`src/rtl/pkt_pkg.sv`:
```
// Shared packet definitions for the command-packet link (sender and receiver).
// Keeps the 16-bit packet split into address and data bytes aligned on both ends.
package pkt_pkg;

    localparam int PKT_W  = 16;
    localparam int ADDR_W = 8;
    localparam int DAT_W  = 8;
    // The counter must be able to hold the value PKT_W itself.
    localparam int CNT_W  = 5;

    // Receiver frame states.
    typedef enum logic [1:0] {
        IDLE = 2'd0,
        RECV = 2'd1,
        DONE = 2'd2,
        WAIT = 2'd3
    } pkt_state_e;

    // Shift one serial bit into the packet register.
    // MSB-first: the first bit ends up in bit PKT_W-1.
    // LSB-first: the first bit ends up in bit 0.
    function automatic logic [PKT_W-1:0] shift_in(input logic [PKT_W-1:0] sr,
                                                   input logic             b,
                                                   input logic             msb_first);
        logic [PKT_W-1:0] r;
        if (msb_first) begin
            r = {sr[PKT_W-2:0], b};
        end else begin
            r = {b, sr[PKT_W-1:1]};
        end
        return r;
    endfunction

endpackage

```
`src/rtl/pkt_rcv_if.sv`:
```
// Serial link plus parallel result bus of the packet receiver.
// The master modport is the side that drives the SPI lines (sender or bench);
// the slave modport is the receiver.
// Optional macro: PKT_RCV_ECHO_EN adds the sdo echo line.
//
// Handshake: vld is a single-cycle strobe; addr/dat are valid in the cycle vld
// is high and stay unchanged until the next vld (or reset). There is no ready:
// the consumer must take the word in the vld cycle. abrt is a single-cycle
// strobe reporting a truncated frame; addr/dat are not touched by it.
interface pkt_rcv_if;
    import pkt_pkg::*;

    logic              sclk;
    logic              ss;
    logic              sdi;
    logic [ADDR_W-1:0] addr;
    logic [DAT_W-1:0]  dat;
    logic              vld;
    logic              abrt;
    logic              busy;
    pkt_state_e        state;   // debug view of the receiver FSM
`ifdef PKT_RCV_ECHO_EN
    logic              sdo;
`endif

    modport master (
        output sclk, ss, sdi,
        input  addr, dat, vld, abrt, busy, state
`ifdef PKT_RCV_ECHO_EN
        , input sdo
`endif
    );

    modport slave (
        input  sclk, ss, sdi,
        output addr, dat, vld, abrt, busy, state
`ifdef PKT_RCV_ECHO_EN
        , output sdo
`endif
    );

endinterface

```
`src/rtl/spi_in_sync.sv`:
```
// Multi-flop synchronizer for one asynchronous input line, followed by a
// history flop that yields single-cycle rise/fall pulses in the clk domain.
// STAGES is meant to be 2 or 3. All flops reset to RST_VAL, the idle level
// of the line, so leaving reset never produces a spurious edge.
module spi_in_sync #(
    parameter int   STAGES  = 2,
    parameter logic RST_VAL = 1'b0
) (
    input  logic clk,
    input  logic rst_n,
    input  logic d_i,
    output logic lvl_o,
    output logic rise_o,
    output logic fall_o
);

    logic [STAGES-1:0] sync_q;
    logic [STAGES-1:0] sync_d;
    logic              hist_q;
    logic              hist_d;

    assign sync_d = {sync_q[STAGES-2:0], d_i};
    assign hist_d = sync_q[STAGES-1];

    // Synchronizer chain and edge-history register.
    always_ff @(posedge clk) begin
        if (!rst_n) begin
            sync_q <= {STAGES{RST_VAL}};
            hist_q <= RST_VAL;
        end else begin
            sync_q <= sync_d;
            hist_q <= hist_d;
        end
    end

    assign lvl_o  = sync_q[STAGES-1];
    assign rise_o = sync_q[STAGES-1] & ~hist_q;
    assign fall_o = ~sync_q[STAGES-1] & hist_q;

endmodule

```
`src/rtl/pkt_rcv.sv`:
```
// SPI mode-0 slave receiver for the 16-bit command packet (address byte, then
// data byte). sclk/ss/sdi are oversampled in the clk domain; each complete
// packet is presented as addr/dat with a one-cycle vld, a frame cut short by
// ss release gives a one-cycle abrt.
// Optional macro: PKT_RCV_ECHO_EN adds sdo, which echoes every received bit
// one sclk period later for link checking.
module pkt_rcv
    import pkt_pkg::*;
#(
    parameter int SYNC_STAGES = 2,
    parameter bit MSB_FIRST   = 1'b1
) (
    input logic     clk,
    input logic     rst_n,
    pkt_rcv_if.slave bus
);

    logic sclk_lvl_unused;
    logic sclk_rise;
    logic sclk_fall;
    logic ss_lvl;
    logic ss_rise;
    logic ss_fall;
    logic sdi_lvl;
    logic sdi_rise_unused;
    logic sdi_fall_unused;

    spi_in_sync #(.STAGES(SYNC_STAGES), .RST_VAL(1'b0)) u_sclk_sync (
        .clk    (clk),
        .rst_n  (rst_n),
        .d_i    (bus.sclk),
        .lvl_o  (sclk_lvl_unused),
        .rise_o (sclk_rise),
        .fall_o (sclk_fall)
    );

    spi_in_sync #(.STAGES(SYNC_STAGES), .RST_VAL(1'b1)) u_ss_sync (
        .clk    (clk),
        .rst_n  (rst_n),
        .d_i    (bus.ss),
        .lvl_o  (ss_lvl),
        .rise_o (ss_rise),
        .fall_o (ss_fall)
    );

    // sdi goes through the same number of stages as sclk, so the level seen
    // alongside a detected sclk rise is the bit the master set up before it.
    spi_in_sync #(.STAGES(SYNC_STAGES), .RST_VAL(1'b0)) u_sdi_sync (
        .clk    (clk),
        .rst_n  (rst_n),
        .d_i    (bus.sdi),
        .lvl_o  (sdi_lvl),
        .rise_o (sdi_rise_unused),
        .fall_o (sdi_fall_unused)
    );

    pkt_state_e        state_q, state_d;
    logic [CNT_W-1:0]  cnt_q,   cnt_d;
    logic [PKT_W-1:0]  shift_q, shift_d;
    logic [ADDR_W-1:0] addr_q,  addr_d;
    logic [DAT_W-1:0]  dat_q,   dat_d;
    logic              abrt_q,  abrt_d;

    // Frame state, bit counter, shift register and result registers.
    always_ff @(posedge clk) begin
        if (!rst_n) begin
            state_q <= IDLE;
            cnt_q   <= '0;
            shift_q <= '0;
            addr_q  <= '0;
            dat_q   <= '0;
            abrt_q  <= 1'b0;
        end else begin
            state_q <= state_d;
            cnt_q   <= cnt_d;
            shift_q <= shift_d;
            addr_q  <= addr_d;
            dat_q   <= dat_d;
            abrt_q  <= abrt_d;
        end
    end

    // Next-state logic. A bit arriving in the same cycle as ss rise is still
    // taken, so the 16th bit wins over a simultaneous release. addr/dat load
    // on the edge that enters DONE, making them valid exactly while vld is high.
    always_comb begin
        state_d = state_q;
        cnt_d   = cnt_q;
        shift_d = shift_q;
        addr_d  = addr_q;
        dat_d   = dat_q;
        abrt_d  = 1'b0;
        case (state_q)
            IDLE: begin
                if (ss_fall) begin
                    state_d = RECV;
                    cnt_d   = '0;
                    shift_d = '0;
                end
            end
            RECV: begin
                if (sclk_rise) begin
                    shift_d = shift_in(shift_q, sdi_lvl, MSB_FIRST);
                    cnt_d   = cnt_q + 1'b1;
                end
                if (cnt_d == CNT_W'(PKT_W)) begin
                    state_d = DONE;
                    addr_d  = shift_d[PKT_W-1 -: ADDR_W];
                    dat_d   = shift_d[DAT_W-1:0];
                end else if (ss_rise) begin
                    state_d = IDLE;
                    abrt_d  = (cnt_d != '0);
                end
            end
            DONE: begin
                state_d = WAIT;
            end
            WAIT: begin
                // Level rather than edge: the release may already have been
                // seen together with the last bit while still in RECV.
                if (ss_lvl) begin
                    state_d = IDLE;
                end
            end
            default: begin
                state_d = IDLE;
            end
        endcase
    end

    assign bus.addr  = addr_q;
    assign bus.dat   = dat_q;
    assign bus.vld   = (state_q == DONE);
    assign bus.abrt  = abrt_q;
    assign bus.busy  = (state_q != IDLE);
    assign bus.state = state_q;

`ifdef PKT_RCV_ECHO_EN
    logic echo_bit_q, echo_bit_d;
    logic sdo_q,      sdo_d;

    always_comb begin
        echo_bit_d = echo_bit_q;
        sdo_d      = sdo_q;
        if (state_q == IDLE) begin
            echo_bit_d = 1'b0;
            sdo_d      = 1'b0;
        end else begin
            if ((state_q == RECV) && sclk_rise) begin
                echo_bit_d = sdi_lvl;
            end
            if (sclk_fall) begin
                sdo_d = echo_bit_q;
            end
        end
    end

    // Echo path: capture on sclk rise, present on the following sclk fall so
    // the master reads bit k at rise k+1.
    always_ff @(posedge clk) begin
        if (!rst_n) begin
            echo_bit_q <= 1'b0;
            sdo_q      <= 1'b0;
        end else begin
            echo_bit_q <= echo_bit_d;
            sdo_q      <= sdo_d;
        end
    end

    assign bus.sdo = sdo_q & (state_q != IDLE);
`else
    logic echo_unused;
    assign echo_unused = sclk_fall;
`endif

endmodule

```
`src/flat_wrapper.sv`:
```
// flat-port wrapper written by rule: the top's interface ports become plain ports
module pkt_rcv_flat import pkt_pkg::*;
#(
    parameter int SYNC_STAGES = 2,
    parameter bit MSB_FIRST   = 1'b1
)
  (clk, rst_n, bus_sclk, bus_ss, bus_sdi, bus_addr, bus_dat, bus_vld, bus_abrt, bus_busy, bus_state);
  pkt_rcv_if bus_i ();
  input logic clk;
  input logic rst_n;
  input wire logic [$bits(bus_i.sclk)-1:0] bus_sclk;
  input wire logic [$bits(bus_i.ss)-1:0] bus_ss;
  input wire logic [$bits(bus_i.sdi)-1:0] bus_sdi;
  output wire logic [$bits(bus_i.addr)-1:0] bus_addr;
  output wire logic [$bits(bus_i.dat)-1:0] bus_dat;
  output wire logic [$bits(bus_i.vld)-1:0] bus_vld;
  output wire logic [$bits(bus_i.abrt)-1:0] bus_abrt;
  output wire logic [$bits(bus_i.busy)-1:0] bus_busy;
  output wire logic [$bits(bus_i.state)-1:0] bus_state;
  assign bus_i.sclk = bus_sclk;
  assign bus_i.ss = bus_ss;
  assign bus_i.sdi = bus_sdi;
  assign bus_addr = bus_i.addr;
  assign bus_dat = bus_i.dat;
  assign bus_vld = bus_i.vld;
  assign bus_abrt = bus_i.abrt;
  assign bus_busy = bus_i.busy;
  assign bus_state = bus_i.state;
  pkt_rcv #(.SYNC_STAGES(SYNC_STAGES), .MSB_FIRST(MSB_FIRST)) u_core (.clk(clk), .rst_n(rst_n), .bus(bus_i));
endmodule
```
`config.mk`:
```
export PLATFORM = sky130hd
export DESIGN_NAME = pkt_rcv_flat
export DESIGN_NICKNAME = d
export VERILOG_FILES = /design/src/rtl/pkt_pkg.sv /design/src/rtl/pkt_rcv_if.sv /design/src/rtl/spi_in_sync.sv /design/src/rtl/pkt_rcv.sv /design/src/flat_wrapper.sv
export SDC_FILE = /design/constraint.sdc
export NUM_CORES = 1
export LEC_CHECK = 0
export CORE_UTILIZATION = 48
export CTS_CLUSTER_DIAMETER = 30
export CTS_CLUSTER_SIZE = 14
export DETAILED_ROUTE_END_ITERATION = 8
export HOLD_SLACK_MARGIN = 0.12
export PLACE_DENSITY = 0.74
export SLEW_MARGIN = 20
export SYNTH_ARGS = -nofsm -noshare
export SYNTH_HDL_FRONTEND = slang
export SYNTH_HIERARCHICAL = 1
export SYNTH_SLANG_ARGS = --single-unit
```
`constraint.sdc`:
```
create_clock -name clk -period 1.6 [get_ports clk]
set_input_delay 0.32 -clock clk [delete_from_list [all_inputs] [get_ports clk]]
set_output_delay 0.32 -clock clk [all_outputs]
set_load 0.05 [all_outputs]
```
==> summary.txt, run 1 <==
Finish
  – Area of the multi-input gates: slightly above 1000 sq um
  – Commonest non-fill, non-tap cell in the layout: dfxtp_1
  – Most frequent cells in the layout: dfxtp_1, buf_4, nand2_1
  – Antenna cells: 0
  – Fillers: 272
  – Sequential Area: between 900 and 1000 sq um
  – Final Non-Filler Cells: around 280
  – Total Nets Final: 240
  – Syn-to-layout area delta: 29.8%
  – Layout cell share with drive strength beyond 1: between 30% and 40%
  – Utilization after layout: between 60% and 70%

Hold path
  – Hold worst-path end: u_core/u_ss_sync/sync_q[1]
  – HP Start: u_core/u_ss_sync/sync_q[0]
  – Worst Hold Depth: 1
  – Worst Hold Class: reg2reg

STA
  – Final hold vios: 0
  – Setup_tns: -2.04 ns
  – RSZ-0062 raised after global routing: yes
  – Worst-Margin Slew: between 0.3 and 0.4 ns
  – Max Slew Vio Count: 0
  – Max transition margin: roughly 75%
  – Crit share post-route: 108%
  – Peak Freq: a little under 600 MHz
  – Crit path time final: 1.73 ns
  – Max Clock Skew: around 0.006 ns
  – Worst setup margin: -0.133 ns
  – Setup violators final: 18

Clock tree
  – Clock transition at the registers of the reported paths: about 0.09 ns
  – Max clock buf depth: 2
  – # clock sinks: 48
  – H-tree depth: 2
  – Clk_lat worst skew: 0.31 ns
  – CTS buffer count: 5
  – Root Buffer: clkbuf_8
  – CTS tree: built

Synth
  – Area of the mapped netlist: 1950 sq um
  – Synthesized Nets: just under 200
  – Ys Warns: 6
  – Syn_area_per_cell: just over 10 sq um
  – Cell count after synthesis: a little under 200

Critical path
  – CP required: roughly 1.8 ns
  – Worst path slowest cell: or4_4
  – Kind of start point of the critical path: flip-flop
  – Crit end category: flip-flop
  – Buf+Inv Stages, Crit Path: 2
  – CP cell instances: buf_6 -> or4_4 -> o31ai_4 -> buf_12 -> nand4_1 -> mux2i_1
  – FF-to-FF End: u_core/bus.addr[3]
  – Crit Path Max Fanout: 5
  – Top delay family on crit path: simple AND/OR/NAND/NOR gates
  – R2r setup slk: -0.13 ns
  – CP Class: reg2reg
  – CP arrival: between 1.5 and 2 ns
  – Worst r2r src: u_core/cnt_q[1]
  – Reg2reg path depth: 6
  – CP max stage delay: about 0.53 ns

Die
  – Rows: 22
  – Die height: 65.8 microns
  – Die area: 4330 sq um
  – Die X: 65.8 microns
  – I/O Pins: 26
  – Initial Util: between 50% and 60%
  – Placeable Area: between 3000 and 4000 sq um

Outcome
  – Status: complete, but fails checks
  – Failing checks: negative setup slack

Route
  – Post-Route WL: ~4300 microns
  – DRC viols: 0
  – TritonRoute pass-1 iters: 4
  – DR vias: roughly 1500
  – Initial drt markers: around 110
  – Routed length per instance: between 15 and 20 microns
  – Detail-routed via count per cell: 5.46
  – Antenna-violating nets left: 0

Global route
  – Initial antenna violation count: 0
  – Gr usage total: 21.6%
  – First-pass GRT wire length: 6910 microns
  – Largest net degree at the start of global routing: 23
  – GRT overflow: 0
  – Vias in the first global route: 1475

Place
  – Post-Place Setup Slack: -0.195 ns
  – DP HPWL: 2720 microns
  – Port Buf Inserts: 25
  – RePlAce Congestion: 0.812
  – Placed Cells incl. Taps: 270

Power and ir drop
  – Max VDD drop: between 0.6 and 0.7 mV
  – Pwr/cell area: between 800 and 900 nW/um^2
  – Leak Pwr: 0.959 nW

Run
  – Max-Cap Viols: 0
registers in the layout, summed over array words and instances (netlist names), named ones only:
register,count
u_core/shift_q,16
u_core/bus.addr,8
u_core/bus.dat,8
u_core/cnt_q,5
u_core/u_sclk_sync/sync_q,2
u_core/u_sdi_sync/sync_q,2
u_core/u_ss_sync/sync_q,2
u_core/bus.abrt,1
u_core/bus.state,1
u_core/u_sclk_sync/hist_q,1
u_core/u_ss_sync/hist_q,1
through the flow:
stage	hold slack [ns]	power, mW	cell area, sq um
2_1_floorplan	0.386	1.32	1960
3_3_place_gp	0.393	1.38	2320
3_5_place_dp	0.424	1.38	2320
4_1_cts	0.450	2.10	2480
5_1_grt	0.467	2.16	2530
6_report	0.445	2.08	2530
worst max path at each step:
stage,slack [ns],endpoint,startpoint,cells past startpoint
after floorplan,-0.05,u_core/bus.addr[0],u_core/u_sclk_sync/sync_q[1],7
after global placement,-0.13,u_core/bus.dat[0],u_core/u_sclk_sync/sync_q[1],6
after detailed placement,-0.19,u_core/bus.dat[4],u_core/u_sclk_sync/sync_q[1],7
after CTS,-0.14,u_core/bus.addr[3],u_core/u_sclk_sync/sync_q[1],6
after global routing,-0.22,u_core/bus.dat[3],u_core/cnt_q[1],6
final,-0.13,u_core/bus.addr[3],u_core/cnt_q[1],6
metal layers:
layer,GRT usage [%],share of wire [%],vias up
met5,0,0,-
met4,11.7,2.9,0
met3,4.31,4.5,11
met2,35.3,50,42
met1,26.3,43,728
li1,-,-,763
layout make-up:
class / instances / area share [%]
clock buffer: 5 / 2.72
tap: 48 / 2.37
inverter: 2 / 0.296
clock inverter: 3 / 0.741
sequential: 48 / 38.1
timing repair buffer: 44 / 15.6
multi-input combinational: 133 / 40.2
power by group:
part | switching, mW | total (mW) | internal (mW)
Clock | 0.411 | 0.716 | 0.305
Combinational | 0.0881 | 0.152 | 0.0642
Sequential | 0.00703 | 1.21 | 1.20
repair_timing:
item / CTS / global route
setup endpoints to repair: 18 / 18
buffers inserted: 3 / 2
hold buffers: 0 / 0
gates cloned: 1 / 0
pin swaps: 13 / 9
gates resized for setup: 8 / 8
No activity file was read; power rests on OpenSTA's default activity.
==> inputs of run 2 (changes only) <==
--- a/config.mk
+++ b/config.mk
@@ -5,6 +5,7 @@
 export SDC_FILE = /design/constraint.sdc
 export NUM_CORES = 1
 export LEC_CHECK = 0
+export CAP_MARGIN = 20
 export CORE_UTILIZATION = 48
 export CTS_CLUSTER_DIAMETER = 30
 export CTS_CLUSTER_SIZE = 14
==> results of run 2 <==
Final layout, timing and power as in run 1 (identical DEF).
